**src/rtl/regfile_clr_bypass.sv**
```systemverilog
// 2-read/1-write register file with registered reads, write-to-read bypass and a sequenced clear sweep.
// Reads land one enabled edge after the address; writes are ignored while o_busy is high; i_cen=0 freezes everything.
module regfile_clr_bypass #(
  parameter int DATA_W   = 8,
  parameter int ADDR_W   = 3,
  parameter int ZERO_REG = 0,
  parameter int BYPASS   = 1
) (
  input  logic              i_clk,
  input  logic              i_rst,
  input  logic              i_cen,
  input  logic              i_we,
  input  logic [ADDR_W-1:0] i_rd,
  input  logic [DATA_W-1:0] i_dat,
  input  logic [ADDR_W-1:0] i_rs,
  input  logic [ADDR_W-1:0] i_rs2,
  input  logic              i_clr,
  output logic [DATA_W-1:0] o_rs,
  output logic [DATA_W-1:0] o_rs2,
  output logic              o_busy
);

  localparam int DEPTH = 2 ** ADDR_W;

  localparam logic [0:0] S_IDLE  = 1'b0;
  localparam logic [0:0] S_CLEAR = 1'b1;

  logic [DATA_W-1:0] r_mem [DEPTH];
  logic [0:0]        r_state;
  logic [ADDR_W-1:0] r_ptr;
  logic [DATA_W-1:0] r_rs;
  logic [DATA_W-1:0] r_rs2;
  logic              r_busy;

  logic              w_wr_ok;
  logic              w_wr_en;
  logic              w_last;
  logic [DATA_W-1:0] w_rs_nxt;
  logic [DATA_W-1:0] w_rs2_nxt;

  // A write dropped by a clear request must not be forwarded either.
  always_comb begin
    w_wr_ok = i_we && !((ZERO_REG != 0) && (i_rd == '0));
    w_wr_en = (r_state == S_IDLE) && !i_clr && w_wr_ok;
    w_last  = (r_ptr == ADDR_W'(DEPTH - 1));

    if ((ZERO_REG != 0) && (i_rs == '0))
      w_rs_nxt = '0;
    else if ((BYPASS != 0) && w_wr_en && (i_rd == i_rs))
      w_rs_nxt = i_dat;
    else
      w_rs_nxt = r_mem[i_rs];

    if ((ZERO_REG != 0) && (i_rs2 == '0))
      w_rs2_nxt = '0;
    else if ((BYPASS != 0) && w_wr_en && (i_rd == i_rs2))
      w_rs2_nxt = i_dat;
    else
      w_rs2_nxt = r_mem[i_rs2];
  end

  // Array is never reset directly; the clear sweep zeroes it.
  always_ff @(posedge i_clk) begin
    if (!i_rst && i_cen) begin
      if (r_state == S_CLEAR)
        r_mem[r_ptr] <= '0;
      else if (w_wr_en)
        r_mem[i_rd] <= i_dat;
    end
  end

  always_ff @(posedge i_clk) begin
    if (i_rst) begin
      r_state <= S_CLEAR;
      r_ptr   <= '0;
      r_rs    <= '0;
      r_rs2   <= '0;
      r_busy  <= 1'b1;
    end else if (i_cen) begin
      if (r_state == S_CLEAR) begin
        r_rs  <= '0;
        r_rs2 <= '0;
        if (i_clr) begin
          r_ptr <= '0;
        end else begin
          r_ptr <= r_ptr + ADDR_W'(1);
          if (w_last) begin
            r_state <= S_IDLE;
            r_busy  <= 1'b0;
          end
        end
      end else begin
        r_rs  <= w_rs_nxt;
        r_rs2 <= w_rs2_nxt;
        if (i_clr) begin
          r_state <= S_CLEAR;
          r_ptr   <= '0;
          r_busy  <= 1'b1;
        end
      end
    end
  end

  assign o_rs   = r_rs;
  assign o_rs2  = r_rs2;
  assign o_busy = r_busy;

endmodule

```
**config.mk**
```make
export PLATFORM = sky130hd
export DESIGN_NAME = regfile_clr_bypass
export DESIGN_NICKNAME = d
export VERILOG_FILES = /design/src/rtl/regfile_clr_bypass.sv
export SDC_FILE = /design/constraint.sdc
export NUM_CORES = 1
export LEC_CHECK = 0
export BUFFER_PORTS_ARGS = -buffer_cell sky130_fd_sc_hd__buf_2
export CAP_MARGIN = 20
export CELL_PAD_IN_SITES_DETAIL_PLACEMENT = 1
export CELL_PAD_IN_SITES_GLOBAL_PLACEMENT = 1
export CORE_ASPECT_RATIO = 1.1
export CORE_MARGIN = 10
export CORE_UTILIZATION = 45
export CTS_BUF_LIST = sky130_fd_sc_hd__clkbuf_8
export CTS_CLUSTER_SIZE = 40
export DETAILED_ROUTE_END_ITERATION = 10
export HOLD_SLACK_MARGIN = 0.15
export PLACE_DENSITY_LB_ADDON = 0.12
export RECOVER_POWER = 50
export SYNTH_ARGS = -nofsm -noshare
export SYNTH_HDL_FRONTEND = slang
export SYNTH_SLANG_ARGS = --single-unit
```
**constraint.sdc**
```tcl
create_clock -name i_clk -period 1.9 [get_ports i_clk]
set_clock_uncertainty 0.15 [all_clocks]
set_input_delay 0.095 -clock i_clk [delete_from_list [all_inputs] [get_ports i_clk]]
set_output_delay 0.095 -clock i_clk [all_outputs]
set_load 0.05 [all_outputs]
```
==> metrics.csv <==
stage;metric;value;unit
detailed_routing;initial DRC count;109;
clock_network;H-Tree Depth;3;
pwr;sequential share of power;56.1;%
synth;synth cell count leaders;64 x edfxtp_1, 28 x mux4_2, 21 x dfxtp_1;
sta;Final min period;1850;ps
critical_path;RR Endpoint;r_mem[7][3]$_DFFE_PP_;
sta;actual slew at the worst max-slew pin;934;ps
synth;synthesized area;4100;µm²
synth;Top FF cell, synth;edfxtp_1;
pwr;static leakage;0.00189;µW
clock_network;Clock Latency Late Sink;360;ps
sta;post-route setup slack;50.7;ps
floorplanning;die footprint;13300;µm²
run_status;status;finished, final reports clean;
layout;Final Net Count;360;
sta;final setup vio count;0;
global_route;Congestion Overflow GR;0;
placed_design;placed cell areas;4640;µm²
synth;Post-synth EDFFs;64;
sta;final hold viol count;0;
layout;layout cells sized above 1;34.9;%
synth;cells after synthesis;255;
worst_hold_path;HP Class;primary input to flip-flop;
critical_path;Reg2Reg Setup Slack;50;ps
clock_network;clk root buf;clkbuf_8;
clock_network;Worst-path clk slew;80;ps
pwr;Pint;2720;µW
critical_path;CP arrival;1770;ps
global_route;vias in the first global route;2986;
detailed_routing;Vias per Instance;5.77;
sta;count of pins over their slew limit;0;
critical_path;Worst R2R Start;r_state$_SDFFE_PP1P_;
floorplanning;Die Ht;120;µm
synth;count leader, synth;edfxtp_1;
critical_path;crit path kind;flip-flop to flip-flop;
sta;Final period util;97.3;%
sta;RSZ-0062 raised after global routing;yes;
critical_path;Setup crit start kind;flip-flop;
synth;sequential area share after synthesis;57.2;%
pwr;combinational share of power;9.0;%
layout;Layout area overhead;20.1;%
synth;Syn Area/Cell;16.1;µm²
synth;share of the synthesized area in the top cell type;46.9;%
synth;Yosys reg bits;85;
sta;worst rel slew slack;37.5;%
placed_design;I/O Buffers;38;
pwr;P_sw;809;µW
global_route;GRT Util Overall;16.6;%
pwr;power per cell area;718;nW/µm²
layout;Final Cell Area;4920;µm²
pwr;Peak supply drop;0.419;mV
sta;total negative setup slack;0;ps
detailed_routing;antenna-violating nets left;0;
sta;Worst Hold Slack;153;ps
pwr;Clk pwr share;34.9;%
worst_hold_path;hold path startpoint;i_dat[4];
synth;YS warnings;0;
global_route;global-route wire length before repair;17100;µm
detailed_routing;drt first pass iters;4;
clock_network;CTS tree;done;
floorplanning;FP Rows;36;
pwr;sw frac;22.9;%
layout;fillers;863;
critical_path;R2R cell count;7;
placed_design;final RePlAce weighted congestion;0.781;
synth;Synth area leader;edfxtp_1;
job;max-cap check violation count;0;
floorplanning;Die W;111;µm
floorplanning;Initial Util;46.2;%
synth;Synth async-reset ratio;0;%
detailed_routing;WL/cell;23.8;µm
floorplanning;I/O pins;39;
global_route;initial antenna violation count;0;
layout;final antenna diode count;0;
synth;number of library cell types mapped by synthesis;37;
worst_hold_path;WHS Path Cells;2;
detailed_routing;Post-Route WL;10800;µm
sta;f_max;541;MHz
synth;synthesized net count;279;
critical_path;crit path capture type;flip-flop;
global_route;largest net degree at the start of global routing;19;
critical_path;CP Max Fanout;8;
synth;synth top area cells;edfxtp_1 47%, mux4_2 15%, dfxtp_1 10%;
clock_network;clock buffer depth;2;
clock_network;clock sink total;85;
clock_network;Num CTS Buffers;9;
floorplanning;CORE AREA;8870;µm²
worst_hold_path;Hold EP;r_mem[2][4]$_DFFE_PP_;
critical_path;Worst EP required;1820;ps
detailed_routing;DRC;0;
placed_design;Placement Setup Slack;-246;ps
placed_design;HPWL after DPL;7960;µm
detailed_routing;via count;2624;
[state kept, by name, indices dropped and copies added, names as in the netlist]
signal,cells
r_ptr,3
r_mem,64
o_rs,8
r_state,1
o_rs2,8
o_busy,1
[logic make-up after synthesis]
| family | share of synthesized area (%) |
|---|---|
| fa+ha+maj | 0.611 |
| mux | 21.6 |
| flops | 57.2 |
| xor+xnor | 2.02 |
| simple gates | 6.41 |
| compound gates | 9.10 |
| buf+inv | 3.05 |
[worst max-delay path: stages, from the launching register on]
cell and delay (ps):
dfxtp_1 350, buf_4 170, nor2b_1 110, a22o_1 130, nand2_1 110, buf_4 180
nor2_2 180, buf_4 180
[metrics by stage]
step	power, µW	std cells	util, %
after floorplan	2210	255	-
after CTS	3550	455	55.5
final	3530	455	55.5
after global routing	3640	455	55.5
after global placement	2320	430	52.3
after detailed placement	2330	430	52.3
[timing repair]
| item | CTS | global route |
|---|---|---|
| hold endpoints to repair | 36 | 0 |
| endpoints found under the setup margin | 16 | 32 |
| resized for setup | 3 | 5 |
| hold buffers | 9 | 0 |
| buffers inserted | 0 | 0 |
[placed cells by master, fill, tap and decap left out, types with 2 or more instances in the layout]
cell / instances
a21bo_4: 2
a21oi_1: 5
a22oi_1: 18
a31oi_1: 3
and3_1: 7
buf_12: 3
buf_2: 21
buf_4: 36
clkbuf_1: 17
clkbuf_8: 9
clkinv_2: 2
dfxtp_1: 21
dlygate4sd3_1: 9
edfxtp_1: 64
ha_1: 2
inv_1: 5
mux2_1: 2
mux2i_1: 17
mux4_1: 2
mux4_2: 28
nand2_1: 4
nand2b_1: 2
nand3b_1: 2
nor2_1: 10
nor2_2: 3
nor2_4: 2
nor2b_1: 6
nor3_4: 2
o21ai_1: 16
o31ai_1: 2
o31ai_4: 2
xor2_1: 2
xor2_2: 4
[power by group through the flow]
| stage | Combinational [µW] | Sequential (µW) | Clock (µW) |
|---|---|---|---|
| after floorplan | 182 | 2030 | 0 |
| after global placement | 296 | 2030 | 0 |
| after detailed placement | 301 | 2030 | 0 |
| after CTS | 318 | 1980 | 1250 |
| after global routing | 342 | 1980 | 1310 |
| final | 317 | 1980 | 1230 |
[cell type report]
cell class	count	area [µm²]	area share [%]
Inverter	2	7.51	0.153
Sequential cell	85	2340	47.6
Tap cell	114	143	2.90
Timing Repair Buffer	86	589	12.0
Multi-Input combinational cell	152	1660	33.6
Clock inverter	7	60.1	1.22
Clock buffer	9	124	2.52
[worst max-delay path by stage]
stage / from / to / slack (ps) / cells after the start
after floorplan: r_state$_SDFFE_PP1P_ / r_mem[2][0]$_DFFE_PP_ / -10 / 5
after global placement: r_state$_SDFFE_PP1P_ / r_mem[0][0]$_DFFE_PP_ / -220 / 5
after detailed placement: i_clr / r_mem[0][2]$_DFFE_PP_ / -250 / 6
after CTS: r_state$_SDFFE_PP1P_ / r_mem[1][6]$_DFFE_PP_ / 4 / 4
after global routing: r_state$_SDFFE_PP1P_ / r_mem[2][2]$_DFFE_PP_ / -20 / 6
final: r_state$_SDFFE_PP1P_ / r_mem[7][3]$_DFFE_PP_ / 50 / 7
[layer usage]
metal  wire length (µm)  track usage [%]  up-vias  part of all wire, %
met5                  0                0        -                    0
met4                176             5.94        0                  1.6
met3                555             4.04       12                  5.1
met2               5740             29.9       67                   53
met1               4370             18.6     1360                   40
li1                   -                -     1185                    -
Power figures use the tool's default switching activity.
